===== src/rtl/permutation_iter.sv =====
// Iterative ASCON permutation: one round (pC -> pS -> pL) per clock on a 320-bit state register.
// Words are packed x0 in [319:256] down to x4 in [63:0]; p12 starts at round 0, p6 at round 6.

module substitution_layer (
  input  logic [319:0] state_i,
  output logic [319:0] state_o
);
  logic [63:0] x0, x1, x2, x3, x4;
  logic [63:0] t0, t1, t2, t3, t4;
  logic [63:0] a0, a1, a2, a3, a4;
  logic [63:0] b0, b1, b2, b3, b4;

  // Bitsliced 5-bit S-box, one column per bit position, x0 is the column MSB
  always_comb begin
    x0 = state_i[319:256] ^ state_i[63:0];
    x1 = state_i[255:192];
    x2 = state_i[191:128] ^ state_i[255:192];
    x3 = state_i[127:64];
    x4 = state_i[63:0] ^ state_i[127:64];

    t0 = ~x0 & x1;
    t1 = ~x1 & x2;
    t2 = ~x2 & x3;
    t3 = ~x3 & x4;
    t4 = ~x4 & x0;

    a0 = x0 ^ t1;
    a1 = x1 ^ t2;
    a2 = x2 ^ t3;
    a3 = x3 ^ t4;
    a4 = x4 ^ t0;

    b1 = a1 ^ a0;
    b0 = a0 ^ a4;
    b3 = a3 ^ a2;
    b2 = ~a2;
    b4 = a4;

    state_o = {b0, b1, b2, b3, b4};
  end
endmodule

// state | meaning
// IDLE  | waiting for an accepted start; state register holds the last result
// RUN   | one round per cycle, cnt is the round index being applied
// DONE  | result valid, done_o pulses for this single cycle
module permutation_iter #(
  parameter int NB_ROUNDS = 12
) (
  input  logic         clock_i,
  input  logic         resetb_i,
  input  logic         start_i,
  input  logic [3:0]   round_start_i,
  input  logic [319:0] state_i,
  output logic [319:0] state_o,
  output logic         busy_o,
  output logic         done_o
);
  localparam logic [3:0] LAST_ROUND = 4'(NB_ROUNDS - 1);

  typedef enum logic [1:0] {
    IDLE = 2'd0,
    RUN  = 2'd1,
    DONE = 2'd2
  } fsm_e;

  fsm_e         fsm_q, fsm_d;
  logic [3:0]   cnt_q, cnt_d;
  logic [319:0] state_q, state_d;
  logic         busy_q, busy_d;
  logic         done_q, done_d;

  logic [319:0] pc_out;
  logic [319:0] ps_out;
  logic [319:0] pl_out;

  function automatic logic [63:0] ror64(input logic [63:0] v, input int unsigned n);
    return (v >> n) | (v << (64 - n));
  endfunction

  always_comb begin
    pc_out = state_q;
    pc_out[135:128] = state_q[135:128] ^ {4'hF - cnt_q, cnt_q};
  end

  substitution_layer u_sbox (
    .state_i (pc_out),
    .state_o (ps_out)
  );

  always_comb begin
    logic [63:0] w0, w1, w2, w3, w4;
    w0 = ps_out[319:256];
    w1 = ps_out[255:192];
    w2 = ps_out[191:128];
    w3 = ps_out[127:64];
    w4 = ps_out[63:0];
    pl_out = {w0 ^ ror64(w0, 19) ^ ror64(w0, 28),
              w1 ^ ror64(w1, 61) ^ ror64(w1, 39),
              w2 ^ ror64(w2, 1)  ^ ror64(w2, 6),
              w3 ^ ror64(w3, 10) ^ ror64(w3, 17),
              w4 ^ ror64(w4, 7)  ^ ror64(w4, 41)};
  end

  always_comb begin
    fsm_d   = fsm_q;
    cnt_d   = cnt_q;
    state_d = state_q;
    busy_d  = busy_q;
    done_d  = 1'b0;
    case (fsm_q)
      IDLE: begin
        if (start_i && (round_start_i <= LAST_ROUND)) begin
          state_d = state_i;
          cnt_d   = round_start_i;
          fsm_d   = RUN;
          busy_d  = 1'b1;
        end
      end
      RUN: begin
        state_d = pl_out;
        // counter holds at the last round index instead of wrapping
        if (cnt_q == LAST_ROUND) begin
          fsm_d  = DONE;
          busy_d = 1'b0;
          done_d = 1'b1;
        end else begin
          cnt_d = cnt_q + 4'd1;
        end
      end
      DONE: begin
        fsm_d = IDLE;
      end
      default: begin
        fsm_d  = IDLE;
        busy_d = 1'b0;
      end
    endcase
  end

  always_ff @(posedge clock_i) begin
    if (!resetb_i) begin
      fsm_q   <= IDLE;
      cnt_q   <= 4'd0;
      state_q <= '0;
      busy_q  <= 1'b0;
      done_q  <= 1'b0;
    end else begin
      fsm_q   <= fsm_d;
      cnt_q   <= cnt_d;
      state_q <= state_d;
      busy_q  <= busy_d;
      done_q  <= done_d;
    end
  end

  assign state_o = state_q;
  assign busy_o  = busy_q;
  assign done_o  = done_q;
endmodule

===== config.mk =====
export PLATFORM = sky130hd
export DESIGN_NAME = permutation_iter
export DESIGN_NICKNAME = d
export VERILOG_FILES = /design/src/rtl/permutation_iter.sv
export SDC_FILE = /design/constraint.sdc
export NUM_CORES = 2
export LEC_CHECK = 0
export CORE_AREA = 10 10 229 448
export DETAILED_ROUTE_END_ITERATION = 16
export DIE_AREA = 0 0 239 458
export GPL_TIMING_DRIVEN = 0
export HOLD_SLACK_MARGIN = 0.12
export MAX_ROUTING_LAYER = met4
export PLACE_DENSITY = 0.5
export SLEW_MARGIN = 5
export SYNTH_ARGS = -nofsm -noshare
export SYNTH_HDL_FRONTEND = slang
export SYNTH_SLANG_ARGS = --single-unit

===== constraint.sdc =====
create_clock -name clock_i -period 4 [get_ports clock_i]
set_input_delay 0.8 -clock clock_i [delete_from_list [all_inputs] [get_ports clock_i]]
set_output_delay 0.8 -clock clock_i [all_outputs]
set_load 0.1 [all_outputs]

==> metrics.txt <==
run status=complete, but fails checks; failing checks=capacitance limit, slew limit; crit start category=flop; register bit total from synthesis=328; Fin Hold WS=0.542 ns; slew margin rel.=-5.73%; Max Freq=271 MHz; DR pass1 iterations=5; EDFF count, synth=0; Period Utilization, post-route=92.3%; total gr overflow=0; Crit. Startpoint=cnt_q[0]; IO Count=649; chip width=239 um; Filler Cells Inserted=10000; final-report hold violation count=0; worst skew pair latency=0.64 ns; Vias=30400; Area growth syn-to-layout=33.0%; vias in the first global route=30700; syn avg cell area=8.04 sq um; RSZ-0062 raised after global routing=no; first-pass GRT wire length=287000 um; Distinct cells, synth=38; share of layout cells above drive strength 1=6.51%; Seq/Total Area, Yosys=22.5%; pin count of the biggest net entering global routing=13; R2R Path Start=cnt_q[0]; Initial Util=30.8%; Req. time, crit path=4.48 ns; GP Congestion=1.06; Worst-Margin Slew=1.57 ns; Syn Inst Count=3636; number of core rows=160; count of buffers from port buffering=647; minimum clock period=3.69 ns; Worst Path Class, Setup=reg2reg; DRT antenna net count=0; Layout Skew=0.0237 ns; CTS tree=yes; H-tree levels=2; Root Driver=clkbuf_16; Max clock buf depth=3; Synth Net Count=4092; WP data arrival=4.17 ns; max-slew violations=37; initial antenna violation count=10; CP Capture Type=flop; Final nets=4787; DRC=0; Post-CTS Repair Setup Buffers=0; asr flop ratio synth=0%; CTS resizes=0; max cap viols=13; Hold Path Origin=busy_o; Yosys warnings=0; Initial DRC Count=2796; Syn Std Cell Area=0.0292 sq mm; crit path max fanout=6; Die Height=458 um; GRT Total Usage=40.3%; hold_buf cts=0; Vias/cell=5.45; CTS sink cnt=328; count of final setup violators=0; wire per inst=39.7 um; routed wire length=221000 um; Hold/Removal Path Class=reg2reg; Core Area=0.0951 sq mm; Die ar.=0.109 sq mm; DPL Wire Length=189000 um; Main synth FF type=dfxtp_1; clk slew on worst S/H paths=0.07 ns; CTS buffer count=40
metrics by stage:
stage | setup slack, ns | utilization, % | TNS, ns | cell area [sq um] | cells
4_1_cts | 0.425 | 40.8 | 0 | 38800 | 5574
3_3_place_gp | -0.0898 | 39.2 | -0.632 | 37200 | 5498
3_5_place_dp | -0.0904 | 39.4 | -0.395 | 37500 | 5502
6_report | 0.310 | 40.9 | 0 | 38900 | 5579
5_1_grt | 0.410 | 40.9 | 0 | 38900 | 5579
2_1_floorplan | 1.35 | - | 0 | 29200 | 3636
routing by layer:
metal / track usage (%) / vias up / part of all wire, %
li1: - / 13300 / -
met1: 39.8 / 14800 / 34
met2: 67.7 / 1715 / 49
met3: 5.67 / 569 / 5.7
met4: 36.9 / 0 / 11
met5: - / - / 0
cell type report:
class | instances | area (sq um) | area share (%)
Antenna cell | 3 | 7.51 | 0.0193
Buffer | 177 | 716 | 1.84
Clock buffer | 61 | 1240 | 3.19
Clock inverter | 11 | 135 | 0.347
Inverter | 231 | 867 | 2.23
Multi-Input combinational cell | 2900 | 21300 | 54.7
Sequential cell | 328 | 6570 | 16.9
Tap cell | 1215 | 1520 | 3.91
Timing Repair Buffer | 653 | 6560 | 16.8
critical path: stages, from the launching register on:
cell and delay [ns]:
dfxtp_1 0.39, xnor2_1 0.36, ha_1 0.33, xnor2_2 0.26, xnor2_1 1.12, xor2_1 0.80
xnor2_1 0.20, a21oi_1 0.09
synth_stat cells (all sizes together), types with 2 or more instances:
cell | instances | area [sq um]
nand2 | 559 | 2100
o21ai | 348 | 1740
inv | 231 | 867
nand3 | 91 | 455
and3 | 65 | 407
maj3 | 59 | 594
and4b | 21 | 210
mux2i | 40 | 400
a21oi | 218 | 1100
and2 | 2 | 12.5
o22a | 2 | 17.5
buf | 43 | 210
ha | 129 | 1610
clkbuf | 134 | 503
xnor2 | 908 | 8840
o31ai | 3 | 22.5
nor2 | 65 | 244
a22o | 28 | 245
a21boi | 3 | 26.3
o211a | 25 | 250
o211ai | 67 | 503
nor2b | 3 | 18.8
dfxtp | 328 | 6570
xor2 | 229 | 2100
nor3 | 26 | 130
o221ai | 5 | 43.8
worst paths after layout:
check                           slack (ns)            to  depth (start not counted)
worst max-delay path                  0.31  state_o[122]                          7
worst min-delay path                  0.54        busy_o                          2
worst max register to register        0.31  state_o[122]                          7
worst min register to register        0.54        busy_o                          2
cells by family (layout without fill, tap and decap cells):
| logic type | count (synthesis) | in the layout | synth area share, % |
|---|---|---|---|
| AOI/OAI and AO/OA | 700 | 700 | 13.5 |
| xor gates and xnor gates | 1137 | 1137 | 37.4 |
| adders and majority gates | 188 | 188 | 7.55 |
| buffers and inverters | 408 | 1133 | 5.40 |
| DFF | 328 | 328 | 22.5 |
| muxes | 40 | 40 | 1.37 |
| other | 0 | 3 | 0 |
| and+or+nand+nor | 835 | 835 | 12.3 |
state kept, by name (all words and copies together), names as in the netlist:
register  flops
state_o     320
cnt_q         4
fsm_q         2
busy_o        1
done_o        1
placed cells by master (no fill, tap or decap), types with 4 or more instances in the layout:
cell             count
maj3_1              56
xnor2_2            137
ha_1               129
clkbuf_8            14
and4b_1             21
o221ai_1             5
inv_1              224
xor2_1             209
clkbuf_1           138
dfxtp_1            328
xnor2_1            771
clkbuf_16           41
o21ai_1             19
o211a_1             25
buf_1                4
mux2i_1             40
buf_2               39
o211ai_1            67
o21ai_0            329
inv_2                7
a22o_1              28
a21oi_1            215
and3_1              65
xor2_2              20
clkdlybuf4s50_1    647
nor3_1              26
nand2_1            559
clkinv_2             6
nand3_1             91
nor2_1              65
Power is left out: the tool's default activity adds up to more than one toggle a clock period on the data nets, which glitch-free logic cannot reach.
